===== config.mk =====
export PLATFORM = sky130hd
export DESIGN_NAME = fifo_push_arbiter
export DESIGN_NICKNAME = d
export VERILOG_FILES = /design/src/rtl/fifo_push_arbiter.sv
export SDC_FILE = /design/constraint.sdc
export NUM_CORES = 1
export LEC_CHECK = 0
export CORE_MARGIN = 1.5
export CORE_UTILIZATION = 54
export CTS_CLUSTER_SIZE = 14
export DETAILED_ROUTE_END_ITERATION = 8
export DONT_BUFFER_PORTS = 1
export PLACE_DENSITY = 0.69
export SKIP_CTS_REPAIR_TIMING = 1
export SLEW_MARGIN = 20
export SYNTH_ARGS = -nofsm -noshare
export SYNTH_HDL_FRONTEND = slang
export SYNTH_SLANG_ARGS = --single-unit
export TNS_END_PERCENT = 30

===== constraint.sdc =====
create_clock -name clk -period 3.2 [get_ports clk]
set_input_delay 0.32 -clock clk [delete_from_list [all_inputs] [get_ports clk]]
set_output_delay 0.32 -clock clk [all_outputs]
set_load 0.01 [all_outputs]

===== src/rtl/fifo_push_arbiter.sv =====
// Round-robin arbiter that shares one FIFO write port among NUM_REQ burst producers.
// The grant is held for one burst. Push and wr_data are registered. FIFO count gates acceptance.
module fifo_push_arbiter #(
  parameter int NUM_REQ   = 4,
  parameter int WIDTH     = 32,
  parameter int DEPTH     = 16,
  parameter int MAX_BURST = 8
) (
  input  logic                     clk,
  input  logic                     rst_n,
  input  logic [NUM_REQ-1:0]       req_valid,
  input  logic [NUM_REQ*WIDTH-1:0] req_data,
  input  logic [NUM_REQ-1:0]       req_last,
  output logic [NUM_REQ-1:0]       req_ready,
  output logic [NUM_REQ-1:0]       grant,
  output logic                     push,
  output logic [WIDTH-1:0]         wr_data,
  input  logic [$clog2(DEPTH):0]   fifo_count,
  input  logic                     fifo_full,
  output logic                     overflow_err
);

  localparam int CW = $clog2(DEPTH) + 1;
  localparam int SW = CW + 1;
  localparam int IW = $clog2(NUM_REQ);
  localparam int BW = $clog2(MAX_BURST + 1);

  typedef enum logic {IDLE, BURST} state_t;

  state_t           state;
  logic [IW-1:0]    last_idx;
  logic [IW-1:0]    sel_idx;
  logic             sel_found;
  logic [BW-1:0]    beat_cnt;
  logic [SW-1:0]    occupancy;
  logic             space_ok;
  logic             accept;
  logic             release_now;
  logic [WIDTH-1:0] granted_data;

  // The push already in flight is counted because the FIFO has not seen it yet.
  assign occupancy    = SW'(fifo_count) + SW'(push);
  assign space_ok     = occupancy < SW'(DEPTH);

  // While in BURST, last_idx is the index of the owner.
  assign accept       = (state == BURST) && req_valid[last_idx] && space_ok;
  assign release_now  = req_last[last_idx] || (beat_cnt == BW'(MAX_BURST - 1));
  assign granted_data = req_data[int'(last_idx)*WIDTH +: WIDTH];

  always_comb begin
    req_ready = '0;
    if (accept) req_ready[last_idx] = 1'b1;
  end

  // Select the first valid requester, searching circularly from the slot after the last owner.
  always_comb begin
    sel_found = 1'b0;
    sel_idx   = last_idx;
    for (int k = 1; k <= NUM_REQ; k++) begin
      if (!sel_found && req_valid[(int'(last_idx) + k) % NUM_REQ]) begin
        sel_found = 1'b1;
        sel_idx   = IW'((int'(last_idx) + k) % NUM_REQ);
      end
    end
  end

  always_ff @(posedge clk or negedge rst_n) begin
    if (!rst_n) begin
      state        <= IDLE;
      grant        <= '0;
      push         <= 1'b0;
      wr_data      <= '0;
      beat_cnt     <= '0;
      last_idx     <= IW'(NUM_REQ - 1);
      overflow_err <= 1'b0;
    end else begin
      push         <= accept;
      overflow_err <= overflow_err | (push & fifo_full);
      if (accept) begin
        wr_data  <= granted_data;
        beat_cnt <= beat_cnt + 1'b1;
      end
      case (state)
        IDLE: begin
          if (sel_found) begin
            grant    <= {{(NUM_REQ-1){1'b0}}, 1'b1} << sel_idx;
            last_idx <= sel_idx;
            beat_cnt <= '0;
            state    <= BURST;
          end
        end
        BURST: begin
          // A forced release at MAX_BURST leaves the rest of the burst for a later grant.
          if (accept && release_now) begin
            grant <= '0;
            state <= IDLE;
          end
        end
        default: state <= IDLE;
      endcase
    end
  end

endmodule

* Word level (Yosys, flattened, before mapping)
Index checks and enable logic that the tools add are counted.
** Word-level totals
- Input bits :: 144
- Register bits after elaboration :: 45
- Word-level logic and storage cells :: 85
** Operators by class
- Muxes and demuxes :: 36
- Order comparisons :: 7
- Bitwise gates (word level) :: 7
- Shift operators :: 2
- Reductions and logical operators :: 17
- Equal/unequal tests :: 3
- $add $sub $neg :: 6
** Operators with widths (count)
- $shiftx 128x8->32 :: 1
- $mux 4 :: 6
- $mux 1 :: 17
- $lt 3x4->1 const B :: 4
- $bmux 1 s2 :: 6
- $mux 2 :: 4
- $pmux 4 s2 :: 1
- $reduce_or 2->1 :: 4
- $logic_and 1x1->1 :: 7
- $add 5x1->6 :: 1
- $lt 6x5->1 const B :: 1
- $add 2x1->2 const B :: 2
- $add 2x2->2 const B :: 2
- $add 4x1->4 const B :: 1
- $and 1x1->1 const A :: 4
- $eq 4x3->1 const B :: 1
- $reduce_and 2->1 :: 2
- $shl 1x2->4 const A :: 1
- $logic_not 1->1 :: 3
- $lt 2x3->1 const B :: 1
- $demux 1 s2 :: 1
- $ge 2x1->1 const B :: 1
- $ne 2x1->1 const B :: 1
- $ne 2x2->1 const B :: 1
- other kinds (5) :: 5

* Depth between registers and ports, before layout
- Depth after elaboration :: 19
- Gate-level depth with buffers :: 9

* Worst setup path before layout
Ideal clock, no wire load.
- Path kind :: reg2reg
- Start :: reg last_idx[0]
- End :: reg grant[1]
- Buffers on the path :: 2
- Arrival :: 2193 ps
- Setup time :: 127 ps
- Required time :: 3073 ps
- Path slack :: 881 ps
- Cell stages (with the launch flop) :: 10
- Cells stage by stage :: dfstp_2 buf_6 inv_1 ha_1 mux4_2 nor2_1 a21oi_1 buf_2 nand2_1 o21ai_0
** On the way
- Cells in the longest elaborated chain, start to end :: 17
- Elaborated cells on any way between the ends :: 44
- Those cells by class :: add/sub: 4; eq/ne: 2; shift: 1; mux: 26; reduce/logical: 11
** RTL lines
- start, declared :: RTL line 31 : logic [IW-1:0] last_idx;
- start signal, assigned :: RTL line 74 : last_idx <= IW'(NUM_REQ - 1);
- start signal, assigned :: RTL line 87 : last_idx <= sel_idx;
- $add 2x1->2 :: RTL line 60, 62
- $bmux 1 s2 :: RTL line 60 : if (!sel_found && req_valid[(int'(last_idx) + k) % NUM_REQ]) begin
- $mux 1 (implied by the code) (2 in series) :: RTL line 60
- $mux 1 :: RTL line 60
- $logic_not 1->1 :: RTL line 60
- $logic_and 1x1->1 :: RTL line 60
- $mux 1 :: RTL line 60
- $logic_not 1->1 :: RTL line 60
- $logic_and 1x1->1 :: RTL line 60
- $mux 1 :: RTL line 60
- $logic_not 1->1 :: RTL line 60
- $logic_and 1x1->1 :: RTL line 60
- $mux 2 :: RTL line 60
- $shl 1x2->4 :: RTL line 86 : grant <= {{(NUM_REQ-1){1'b0}}, 1'b1} << sel_idx;
- $mux 4 :: RTL line 85 : if (sel_found) begin
- $pmux 4 s2 :: RTL line 83 : case (state)
- end signal, assigned :: RTL line 86
- end, declared :: RTL line 15 : output logic [NUM_REQ-1:0] grant,
Parallel ways exist; a longest one is shown, timed or not. The select of a mux whose other input is x is not followed.
A chain may end at the register's enable or synchronous reset.

* Worst setup path after layout
- Start :: reg last_idx[0]
- End :: out req_ready[2]
** On the way
- Cells in the longest elaborated chain, start to end :: 5
- Elaborated cells on any way between the ends :: 10
- Those cells by class :: order compare: 2; mux: 5; reduce/logical: 3
** RTL lines
- $bmux 1 s2 :: RTL line 46 : assign accept = (state == BURST) && req_valid[last_idx] && space_ok;
- $mux 1 (implied by the code) :: RTL line 46
- $logic_and 1x1->1 (2 in series) :: RTL line 46
- named net accept :: RTL line 37 : logic accept;
- $mux 4 :: RTL line 52 : if (accept) req_ready[last_idx] = 1'b1;
- end, declared :: RTL line 14 : output logic [NUM_REQ-1:0] req_ready,
The timed path passes the listed nets, and every way through them passes these cells. The select of a mux whose other input is x is not followed.

==> results_dict.tcl <==
set metrics [dict create \
    clock_path_buffers 2 \
    rows 26 \
    placed_area_mm2 0.00292 \
    rsz0062_at_grt "false" \
    syn_area_per_cell_um2 14.2 \
    clk_pin_slew_ns 0.08 \
    hpwl_um 5630 \
    wire_per_inst_um 25.9 \
    netlist_area_mm2 0.00289 \
    core_area_mm2 0.00514 \
    postSynth.asyncResetShare 1.00 \
    synth_edf_count 0 \
    status "complete, no violations" \
    avgViaCountPerCell 6.83 \
    die_h_um 76.1 \
    drt_wl_total_um 7050 \
    peakVddDrop_mv 0.577 \
    grt_pass1_vias 2044 \
    worst_slack_ns 0.362 \
    crit_path_end_kind "primary output" \
    power_uw 3030 \
    synth_top_area_cell "dfrtp_1" \
    worst-path-buf-inv 2 \
    hp-class "in -> reg" \
    yosysWarnings 0 \
    hold_ws_ns 0.147 \
    cts_buffers 5 \
    start_kind "flop" \
    r2r-end "grant[1]$_DFFE_PN0P_" \
    synth-main-ff-cell "dfrtp_1" \
    drc 0 \
    fin_setup_tns_ns 0 \
    path_delay_family "multiplexers" \
    start_util 0.562 \
    ys_ff_latch 45 \
    min_period_ns 2.84 \
    min-delay-start "fifo_full" \
    cts-root-buf "clkbuf_8" \
    cp_max_fo 26 \
    crit_slowest_cell "mux4_2" \
    grt_pass1_wl_um 11200 \
    min_path_cells 1 \
    antenna_found_initial 0 \
    nets 351 \
    diodes 0 \
    grt_max_degree 46 \
    die_area_mm2 0.00580 \
    skew_ns 0.00131 \
    syn2layout_area_growth_pct 5.98 \
    cts_tree "done" \
    io_pins 186 \
    drt_iter0_markers 62 \
    finalHoldViolations 0 \
    die_w_um 76.1 \
    power_density_mw_per_mm2 990 \
    drive_gt1_frac 0.386 \
    hold_end "overflow_err$_DFF_PN0_" \
    critPathKind "reg -> out" \
    clock_latency_ns 0.29 \
    ant_nets 0 \
    worst_pin_slew_ns 0.809 \
    drv_slew 0 \
    cp_cell_sequence "buf_4, mux4_2, o2111ai_4, inv_2, and2_1" \
    final_common_cell "dfrtp_1" \
    crit_required_ns 2.88 \
    ys_top_cells_by_area "dfrtp_1 (37%), mux4_2 (29%), mux2_2 (9.7%)" \
    p_leak_uw 0.00121 \
    grt_util_all_layers 0.252 \
    cts_max_level 2 \
    syn_nets 353 \
    final_cell_mix "dfrtp_1 (43), mux4_2 (37), mux2_2 (25)" \
    finalSetupViolCount 0 \
    yosysTopAreaCellShare 0.372 \
    firstDrtPassIters 4 \
    ys_seq_area_frac 0.391 \
    reg2regPathDepth 8 \
    port-buffer-count 0 \
    place_ws_ns 0.567 \
    grt_overflow 0 \
    r2r_setup_slack_ns 0.54 \
    dr_total_vias 1859 \
    max_stage_delay_ns 0.62 \
    maxCapViolations 0 \
    fin_area_mm2 0.00306 \
    synth_cells 204 \
    place_congestion 0.868 \
    cts_sinks 45 \
    fmax_mhz 352 \
    finalCritPeriodShare 0.887 \
    ys_types 38 \
    rr_startpoint "last_idx[0]$_DFFE_PN1P_" \
    cp_data_arrival_time_ns 2.52 \
    slew_headroom 0.460 \
]
==> metrics by stage <==
stage	instances	util
5_1_grt	272	0.596
3_5_place_dp	263	0.568
3_3_place_gp	263	0.568
6_report	272	0.596
4_1_cts	270	0.588
2_1_floorplan	204	-
==> cells by family after synthesis <==
family / synth area share
and+or+nand+nor: 0.0559
adders and majority gates: 0.0217
AOI/OAI and AO/OA: 0.0554
xor gates and xnor gates: 0.00910
muxes: 0.420
DFF: 0.391
buffers and inverters: 0.0472
==> final cells by class <==
type | instances | area (um2)
flip-flops and latches | 45 | 1130
clock inverters | 2 | 35.0
multi-input cells | 137 | 1640
repair buffers | 6 | 80.1
inverters | 7 | 26.3
clock buffers | 5 | 68.8
fillers | 422 | 2080
well taps | 70 | 87.6
==> sequential cells by signal (all words and copies together), names as in the netlist <==
name          flops
beat_cnt          4
wr_data          32
push              1
overflow_err      1
state             1
grant             4
last_idx          2
==> how the worst max path moves through the flow <==
stage	startpoint	to	slack (ns)	cells after the start
after floorplan	last_idx[0]$_DFFE_PN1P_	grant[1]$_DFFE_PN0P_	0.88	9
after global placement	last_idx[0]$_DFFE_PN1P_	grant[1]$_DFFE_PN0P_	0.66	8
after detailed placement	last_idx[0]$_DFFE_PN1P_	grant[1]$_DFFE_PN0P_	0.57	8
after CTS	last_idx[0]$_DFFE_PN1P_	req_ready[2]	0.31	5
after global routing	last_idx[0]$_DFFE_PN1P_	req_ready[3]	0.17	5
final	last_idx[0]$_DFFE_PN1P_	req_ready[2]	0.36	5
==> metal layers <==
metal,global-route usage,share of wire
met4,0.111,0.036
met3,0.0886,0.10
met5,0,0
met1,0.280,0.33
met2,0.439,0.53
==> cell usage after synthesis (3+ instances only) <==
library cell,number
nand2_1,12
nor2b_1,3
a21oi_1,5
buf_4,3
buf_2,3
nor2_1,7
mux4_2,37
inv_1,6
mux2_2,25
o21ai_1,3
o21ai_0,5
mux2_1,7
dfrtp_1,43
nand3_1,3
and2_1,4
ha_1,5
buf_6,5
==> power breakdown <==
| part | internal, uW | switching [uW] | leakage [uW] |
|---|---|---|---|
| logic | 818 | 657 | 0.000620 |
| clock network | 227 | 183 | 0.0000540 |
| registers | 842 | 303 | 0.000537 |
| total | 1890 | 1140 | 0.00121 |
==> worst reg2reg max path, cell delays in order, from the launching register on <==
cell	delay [ns]
dfstp_2	0.55
inv_1	0.10
ha_1	0.41
mux4_2	0.40
nor2_1	0.07
a21oi_1	0.63
nor2b_1	0.20
nand2_1	0.11
o21ai_0	0.08
(Power assumes the default switching activity.)
